<file path="src/rtl/width_16to8_fifo.sv">
// Buffers 16-bit words from a valid-only source in a small FIFO and replays
// each one as two bytes (high byte first) on a valid/ready byte interface.
module width_16to8_fifo #(
  parameter int AW = 2
) (
  input  logic          clk,
  input  logic          rst_n,
  input  logic          valid_in,
  input  logic [15:0]   data_in,
  input  logic          ready_in,
  output logic          valid_out,
  output logic [7:0]    data_out,
  output logic [AW:0]   level,
  output logic          overflow
);

  localparam int Depth = 1 << AW;
  localparam logic [AW:0] DepthLvl = (AW+1)'(Depth);

  typedef enum logic [1:0] {IDLE, HI, LO} state_e;

  state_e          state_q;
  logic [15:0]     mem_q [Depth];
  logic [AW-1:0]   wptr_q, rptr_q;
  logic [AW:0]     level_q, level_d;
  logic            overflow_q;
  logic            validOut_q;
  logic [7:0]      dataOut_q;
  logic [7:0]      shadow_q;

  logic            xfer, hasWord, full, pop, push;
  logic [15:0]     popWord;

  assign xfer    = validOut_q && ready_in;
  assign hasWord = level_q != '0;
  assign full    = level_q == DepthLvl;
  assign pop     = hasWord && ((state_q == IDLE) || (state_q == LO && xfer));
  // A full FIFO still takes a word when the serializer drains one in the same cycle.
  assign push    = valid_in && (!full || pop);
  assign popWord = mem_q[rptr_q];

  always_comb begin
    level_d = level_q;
    if (push && !pop)
      level_d = level_q + 1'b1;
    else if (!push && pop)
      level_d = level_q - 1'b1;
  end

  always_ff @(posedge clk) begin
    if (push)
      mem_q[wptr_q] <= data_in;
  end

  always_ff @(posedge clk or negedge rst_n) begin
    if (!rst_n) begin
      state_q    <= IDLE;
      wptr_q     <= '0;
      rptr_q     <= '0;
      level_q    <= '0;
      overflow_q <= 1'b0;
      validOut_q <= 1'b0;
      dataOut_q  <= '0;
      shadow_q   <= '0;
    end else begin
      level_q <= level_d;
      if (push)
        wptr_q <= wptr_q + 1'b1;
      if (pop)
        rptr_q <= rptr_q + 1'b1;
      if (valid_in && !push)
        overflow_q <= 1'b1;

      case (state_q)
        IDLE: begin
          if (pop) begin
            shadow_q   <= popWord[7:0];
            dataOut_q  <= popWord[15:8];
            validOut_q <= 1'b1;
            state_q    <= HI;
          end else begin
            validOut_q <= 1'b0;
          end
        end
        HI: begin
          if (xfer) begin
            dataOut_q <= shadow_q;
            state_q   <= LO;
          end
        end
        LO: begin
          // Chain straight into the next word so back-to-back words have no bubble.
          if (xfer) begin
            if (pop) begin
              shadow_q  <= popWord[7:0];
              dataOut_q <= popWord[15:8];
              state_q   <= HI;
            end else begin
              validOut_q <= 1'b0;
              state_q    <= IDLE;
            end
          end
        end
        default: state_q <= IDLE;
      endcase
    end
  end

  assign valid_out = validOut_q;
  assign data_out  = dataOut_q;
  assign level     = level_q;
  assign overflow  = overflow_q;

endmodule

</file>
<file path="config.mk">
export PLATFORM = sky130hd
export DESIGN_NAME = width_16to8_fifo
export DESIGN_NICKNAME = d
export VERILOG_FILES = /design/src/rtl/width_16to8_fifo.sv
export SDC_FILE = /design/constraint.sdc
export NUM_CORES = 1
export LEC_CHECK = 0
export ABC_CLOCK_PERIOD_IN_PS = 2700
export CORE_UTILIZATION = 55
export CTS_CLUSTER_SIZE = 14
export DETAILED_ROUTE_END_ITERATION = 16
export PLACE_DENSITY_LB_ADDON = 0.3
export REMOVE_ABC_BUFFERS = 1
export SKIP_LAST_GASP = 1
export SLEW_MARGIN = 20
export SYNTH_ARGS = -nofsm -noshare
export SYNTH_HDL_FRONTEND = slang
export SYNTH_SLANG_ARGS = --single-unit
</file>
<file path="constraint.sdc">
create_clock -name clk -period 2.7 [get_ports clk]
set_clock_uncertainty 0.1 [all_clocks]
set_input_delay 0.27 -clock clk [delete_from_list [all_inputs] [get_ports clk]]
set_output_delay 0.27 -clock clk [all_outputs]
set_load 0.1 [all_outputs]
</file>
; Yosys cells after proc, flatten, opt, wreduce, memory -nomap -nowiden
; Memory sizes are Yosys's and may differ from the RTL's.
; Cells that the tools add are included.
[op_classes]
addsub = 4
n_eq_ne = 7
mux = 20
n_reduce_logical = 21
[op_table]
columns = operator, n
row1 = 2-to-1 mux 8 bit, 5
row2 = case mux 8 bit (3 select lines), 1
row3 = case mux 8 bit (2 select lines), 1
row4 = AND reduction 3 bit, 3
row5 = inequality test 2 bit (second input constant), 4
row6 = logical AND 1 bit, 7
row7 = 2-to-1 mux 1 bit, 6
row8 = 2-to-1 mux 2 bit, 3
row9 = 2-to-1 mux 3 bit, 2
row10 = case mux 2 bit (3 select lines), 1
row11 = nonzero test 3 bit, 2
row12 = adder 2 x 1 -> 2 bit (second input constant), 2
row13 = nonzero test 2 bit, 2
row14 = adder 3 x 1 -> 3 bit (second input constant), 1
row15 = == test 3 bit (second input constant), 1
row16 = zero test 1 bit, 3
row17 = subtractor 3 x 1 -> 3 bit (second input constant), 1
row18 = == test 2 x 1 -> 1 bit (second input constant), 1
row19 = == test 2 bit (second input constant), 1
row20 = zero test 2 bit, 1
row21 = logical OR 1 bit, 2
row22 = case mux 1 bit (2 select lines), 1
row23 = AND reduction 2 bit, 1
[word_totals]
ff_bits = 27
ramBits = 64
input_bits = 20
output_inout_bits = 13
elab_cells = 61
mem_count = 1
[memory_table]
columns = memory, depth, width, rd, rd_clocked_by_memory_dff, write_ports, line_no
row1 = mem_q, 4, 16, 1, 0, 1, 23  ; logic [15:0] mem_q [Depth];

; Longest topological paths before layout
[depth]
ltp_word = 10
depth_mapped = 10
ltp_nobuf = 9

; Worst setup path after synthesis
; Ideal clock, no wire load.
[synth_timing]
path_kind = reg2reg
start = register level_q[1] (netlist: level[1])
end = register level_q[1] (netlist: level[1])
setup_time_ns = 0.126
t_arrival_ns = 2.581
t_required_ns = 2.474
slack_ns = -0.107
path_stages_with_launch = 9
n_path_buf = 1
period_less_slack_ns = 2.807
path_cell_list = dfrtp_1 > nor3_1 > nor3_2 > buf_2 > inv_1 > ha_1 > inv_1 > fa_1 > mux2_2
[synth_via]
word_cells_on_any_way = 15
classes_between = add/sub (2) / eq/ne (1) / mux (2) / reduce/logical (10)
[synth_lines]
columns = item, line_no
row1 = from (decl), 25  ; logic [AW:0] level_q, level_d;
row2 = from (signal assigned), 66  ; level_q <= level_d;
row3 = "parallel branches: the longest is 5 deep, another holds subtractor 3 x 1 -> 3 bit", n/a
row4 = 2-to-1 mux 3 bit *, 44  ; if (push && !pop)
row5 = via level_d[1], 25
; Mark *: on every way through the listed nets, which the timed path passes. The select of a mux whose other input is x is not followed.
; A chain may end at the register's enable or synchronous reset.

; Final worst setup path
[layout_timing]
start = register state_q[1]
end = register level_q[2] (netlist: level[2])
[layout_via]
elab_chain_cells = 9
word_cells_on_any_way = 13
classes_between = eq/ne (1) / mux (1) / reduce/logical (11)
[layout_rtl]
columns = item, line_no
row1 = from (decl), 22  ; state_e state_q;
row2 = from (signal assigned), 57  ; state_q <= IDLE;
row3 = from (signal assigned), 80  ; state_q <= HI;
row4 = from (signal assigned), 88  ; state_q <= LO;
row5 = == test 2 bit, 37  ; assign pop = hasWord && ((state_q == IDLE) || (state_q == LO && xfer));
row6 = logical AND 1 bit, 37
row7 = logical OR 1 bit *, 37
row8 = logical AND 1 bit *, 37
row9 = logical OR 1 bit *, 39  ; assign push = valid_in && (!full || pop);
row10 = logical AND 1 bit *, 39
row11 = via push, 31  ; logic xfer, hasWord, full, pop, push;
row12 = zero test 1 bit, 46  ; else if (!push && pop)
row13 = logical AND 1 bit, 46
row14 = nonzero test 2 bit (no line), n/a
; The timed path passes the listed nets; every way through them passes the cells marked *.

==> flow_summary.json <==
{
  "grt_antenna_before_repair": 0,
  "asyncSetResetFlopFracSynth_pct": 29.7,
  "drtPass1Iterations": 12,
  "grt_first_pass_wirelength_um": 10000,
  "max_slew_margin_pct": 35.8,
  "cts_num_sinks": 91,
  "initialDrtViolationCount": 124,
  "post_synthesis_cell_type_with_the_largest_combined_area": "sky130_fd_sc_hd__edfxtp_1",
  "multi_input_comb_area_um2": 1050,
  "yosys.area.top_type_share_pct": 50.9,
  "synth_area_leaders": "sky130_fd_sc_hd__edfxtp_1 (51%), sky130_fd_sc_hd__dfrtp_1 (18%), sky130_fd_sc_hd__mux4_2 (4.8%), sky130_fd_sc_hd__mux2_4 (3.2%), sky130_fd_sc_hd__mux2_2 (2.7%)",
  "failed_checks": "design-rule violations",
  "worstSetupEndpointType": "register",
  "io_buffers": 32,
  "start_util_pct": 58.1,
  "cts_inserted_buffers": 9,
  "wl_um": 6170,
  "placed_cells_incl_taps": 328,
  "cp-start-kind": "register",
  "avgSynthCellArea_um2": 17.2,
  "synth_sequential_area_ratio_pct": 68.8,
  "design.die.area_um2": 7200,
  "diodes": 0,
  "final_period_minus_worst_setup_slack_ps": 2200,
  "ys_dominant_reg_cell": "sky130_fd_sc_hd__edfxtp_1",
  "instances_no_fill": 344,
  "post_synthesis_instance_area_um2": 3770,
  "reg2reg_depth": 9,
  "setup-violations-final": 0,
  "cts_tree": "yes",
  "insertion_delay_to_the_later_sink_of_the_worst_skew_pair_ps": 350,
  "achievable-frequency_ghz": 0.456,
  "worst-endpoint-required_ps": 2880,
  "cts_clock_pin_slew_for_the_worst_setup_and_hold_paths_ps": 90,
  "worst_slew_pin_slew_ps": 964,
  "rsz0062_at_grt": "no",
  "total_of_max_cap_violations": 0,
  "timing.critical_path.fanout_max": 6,
  "num_vias": 1913,
  "status": "finished with violations",
  "fillers": 446,
  "vert_die_dim_um": 84.8,
  "ctsResizeCount": 0,
  "fin_nets": 288,
  "flow.area_growth_from_synthesis_pct": 13.9,
  "globalRoute.totalOverflow": 0,
  "cts_root_buf": "sky130_fd_sc_hd__clkbuf_8",
  "post_cts_buffers": 0,
  "detail_route.drc_violations": 5,
  "placement.setup.worst_slack_ps": 261,
  "synth_seq_cells": 91,
  "worstSetupStartpoint": "state_q[1]",
  "holdBufCountCts": 0,
  "regToRegStartpoint": "state_q[1]",
  "ctsHtreeMaxLevel": 3,
  "first_global_vias": 1999,
  "grt_max_degree": 28,
  "die-width_um": 84.8,
  "avgViaCountPerCell": 5.56,
  "rows": 29,
  "floorplan.io_pins": 33,
  "synth_enable_flop_cells": 64,
  "syn-instance-count": 219,
  "hp-class": "in2async",
  "drt-wirelength-per-cell_um": 17.9,
  "layout_worst_path_cycle_share_pct": 81.3,
  "final_replace_weighted_congestion": 0.708,
  "crit_type": "reg2reg",
  "post-route-util_pct": 66.2,
  "final_max_slew_viol_count": 0,
  "final.setup.tns_ps": 0,
  "final_hold_viol_count": 0,
  "placeableCoreArea_um2": 6490,
  "area_taken_by_flip_flops_and_latches_um2": 2600,
  "clock_path_buffers": 2,
  "worst_ep_arrival_time_ps": 2370,
  "yosys_warnings": 0,
  "gr-usage-all-layers_pct": 19.4,
  "drive_gt1_share_pct": 25.1,
  "setup_ws_ps": 505,
  "detail-route-antenna-nets": 0,
  "dp.final_hpwl_um": 3670,
  "synth_cell_type_count": 37
}
==> layout make-up <==
cell class	instances	area share, %
Sequential cell	91	60.4
Inverter	6	0.524
Tap cell	77	2.24
Multi-Input combinational cell	112	24.5
Timing Repair Buffer	42	8.44
Clock buffer	13	3.46
Clock inverter	3	0.407
==> worst max-delay path: stages, from the launching register on <==
cell	delay (ps)
sky130_fd_sc_hd__dfrtp_1	460
sky130_fd_sc_hd__a21boi_2	200
sky130_fd_sc_hd__o211ai_2	150
sky130_fd_sc_hd__and2_1	200
sky130_fd_sc_hd__ha_1	190
sky130_fd_sc_hd__inv_1	50
sky130_fd_sc_hd__fa_1	370
sky130_fd_sc_hd__xor2_1	150
sky130_fd_sc_hd__nor2_1	110
sky130_fd_sc_hd__xor2_1	140
==> layer usage <==
metal | global-route usage, % | up-vias | wire length [um]
li1 | - | 910 | -
met1 | 24.7 | 965 | 2860
met2 | 32.4 | 33 | 3020
met3 | 5.06 | 5 | 226
met4 | 7.40 | 0 | 60
met5 | 0 | - | 0
==> logic make-up (layout without fill, tap and decap cells) <==
kind of cell	count (synthesis)	after routing	share of synthesized area [%]
buf+inv	16	64	3.28
compound gates	16	16	4.14
xor+xnor	6	6	1.39
simple gates	51	51	7.42
flops	91	91	68.8
fa+ha+maj	6	6	2.19
mux	33	33	12.8
==> Yosys cell counts, types with 2 or more instances <==
cell and count:
sky130_fd_sc_hd__edfxtp_1 64, sky130_fd_sc_hd__dfrtp_1 27, sky130_fd_sc_hd__and3_1 12, sky130_fd_sc_hd__nor2_1 12, sky130_fd_sc_hd__mux2_2 9, sky130_fd_sc_hd__nor3_1 9, sky130_fd_sc_hd__mux2_4 8, sky130_fd_sc_hd__mux2i_1 8
sky130_fd_sc_hd__mux4_2 8, sky130_fd_sc_hd__a2111oi_1 7, sky130_fd_sc_hd__inv_1 6, sky130_fd_sc_hd__ha_1 5, sky130_fd_sc_hd__nand2_1 5, sky130_fd_sc_hd__and2b_1 4, sky130_fd_sc_hd__buf_6 4, sky130_fd_sc_hd__nor2b_1 4
sky130_fd_sc_hd__xnor2_1 3, sky130_fd_sc_hd__xor2_1 3, sky130_fd_sc_hd__a21oi_1 2, sky130_fd_sc_hd__buf_2 2
==> layout by cell type (no fill, tap or decap), types with 9 or more instances in the layout <==
master	instances
sky130_fd_sc_hd__clkbuf_8	10
sky130_fd_sc_hd__mux2_2	9
sky130_fd_sc_hd__nor3_1	9
sky130_fd_sc_hd__buf_4	23
sky130_fd_sc_hd__nor2_1	12
sky130_fd_sc_hd__dfrtp_1	27
sky130_fd_sc_hd__and3_1	12
sky130_fd_sc_hd__edfxtp_1	64
sky130_fd_sc_hd__clkdlybuf4s50_1	19
==> worst paths after layout <==
kind                                to  slack, ps
hold / removal             data_out[7]        200
max in group asynchronous  shadow_q[1]       2020
hold reg to reg               overflow        380
min in group clk              overflow        380
setup reg to reg              level[2]        500
setup / recovery              level[2]        500
==> through the flow <==
stage / area [um^2] / hold slack (ps)
global placement: 4130 / 367
CTS: 4300 / 201
global route: 4300 / 220
finish: 4300 / 204
floorplan: 3670 / -126
detailed placement: 4130 / 366
==> sequential cells by signal (all words and copies together), names as in the netlist <==
name       cells
wptr_q         2
rptr_q         2
shadow_q       8
state_q        2
mem_q         64
level          3
valid_out      1
overflow       1
data_out       8
Power is left out: the tool's default activity adds up to more than one toggle a clock period on the data nets, which glitch-free logic cannot reach.
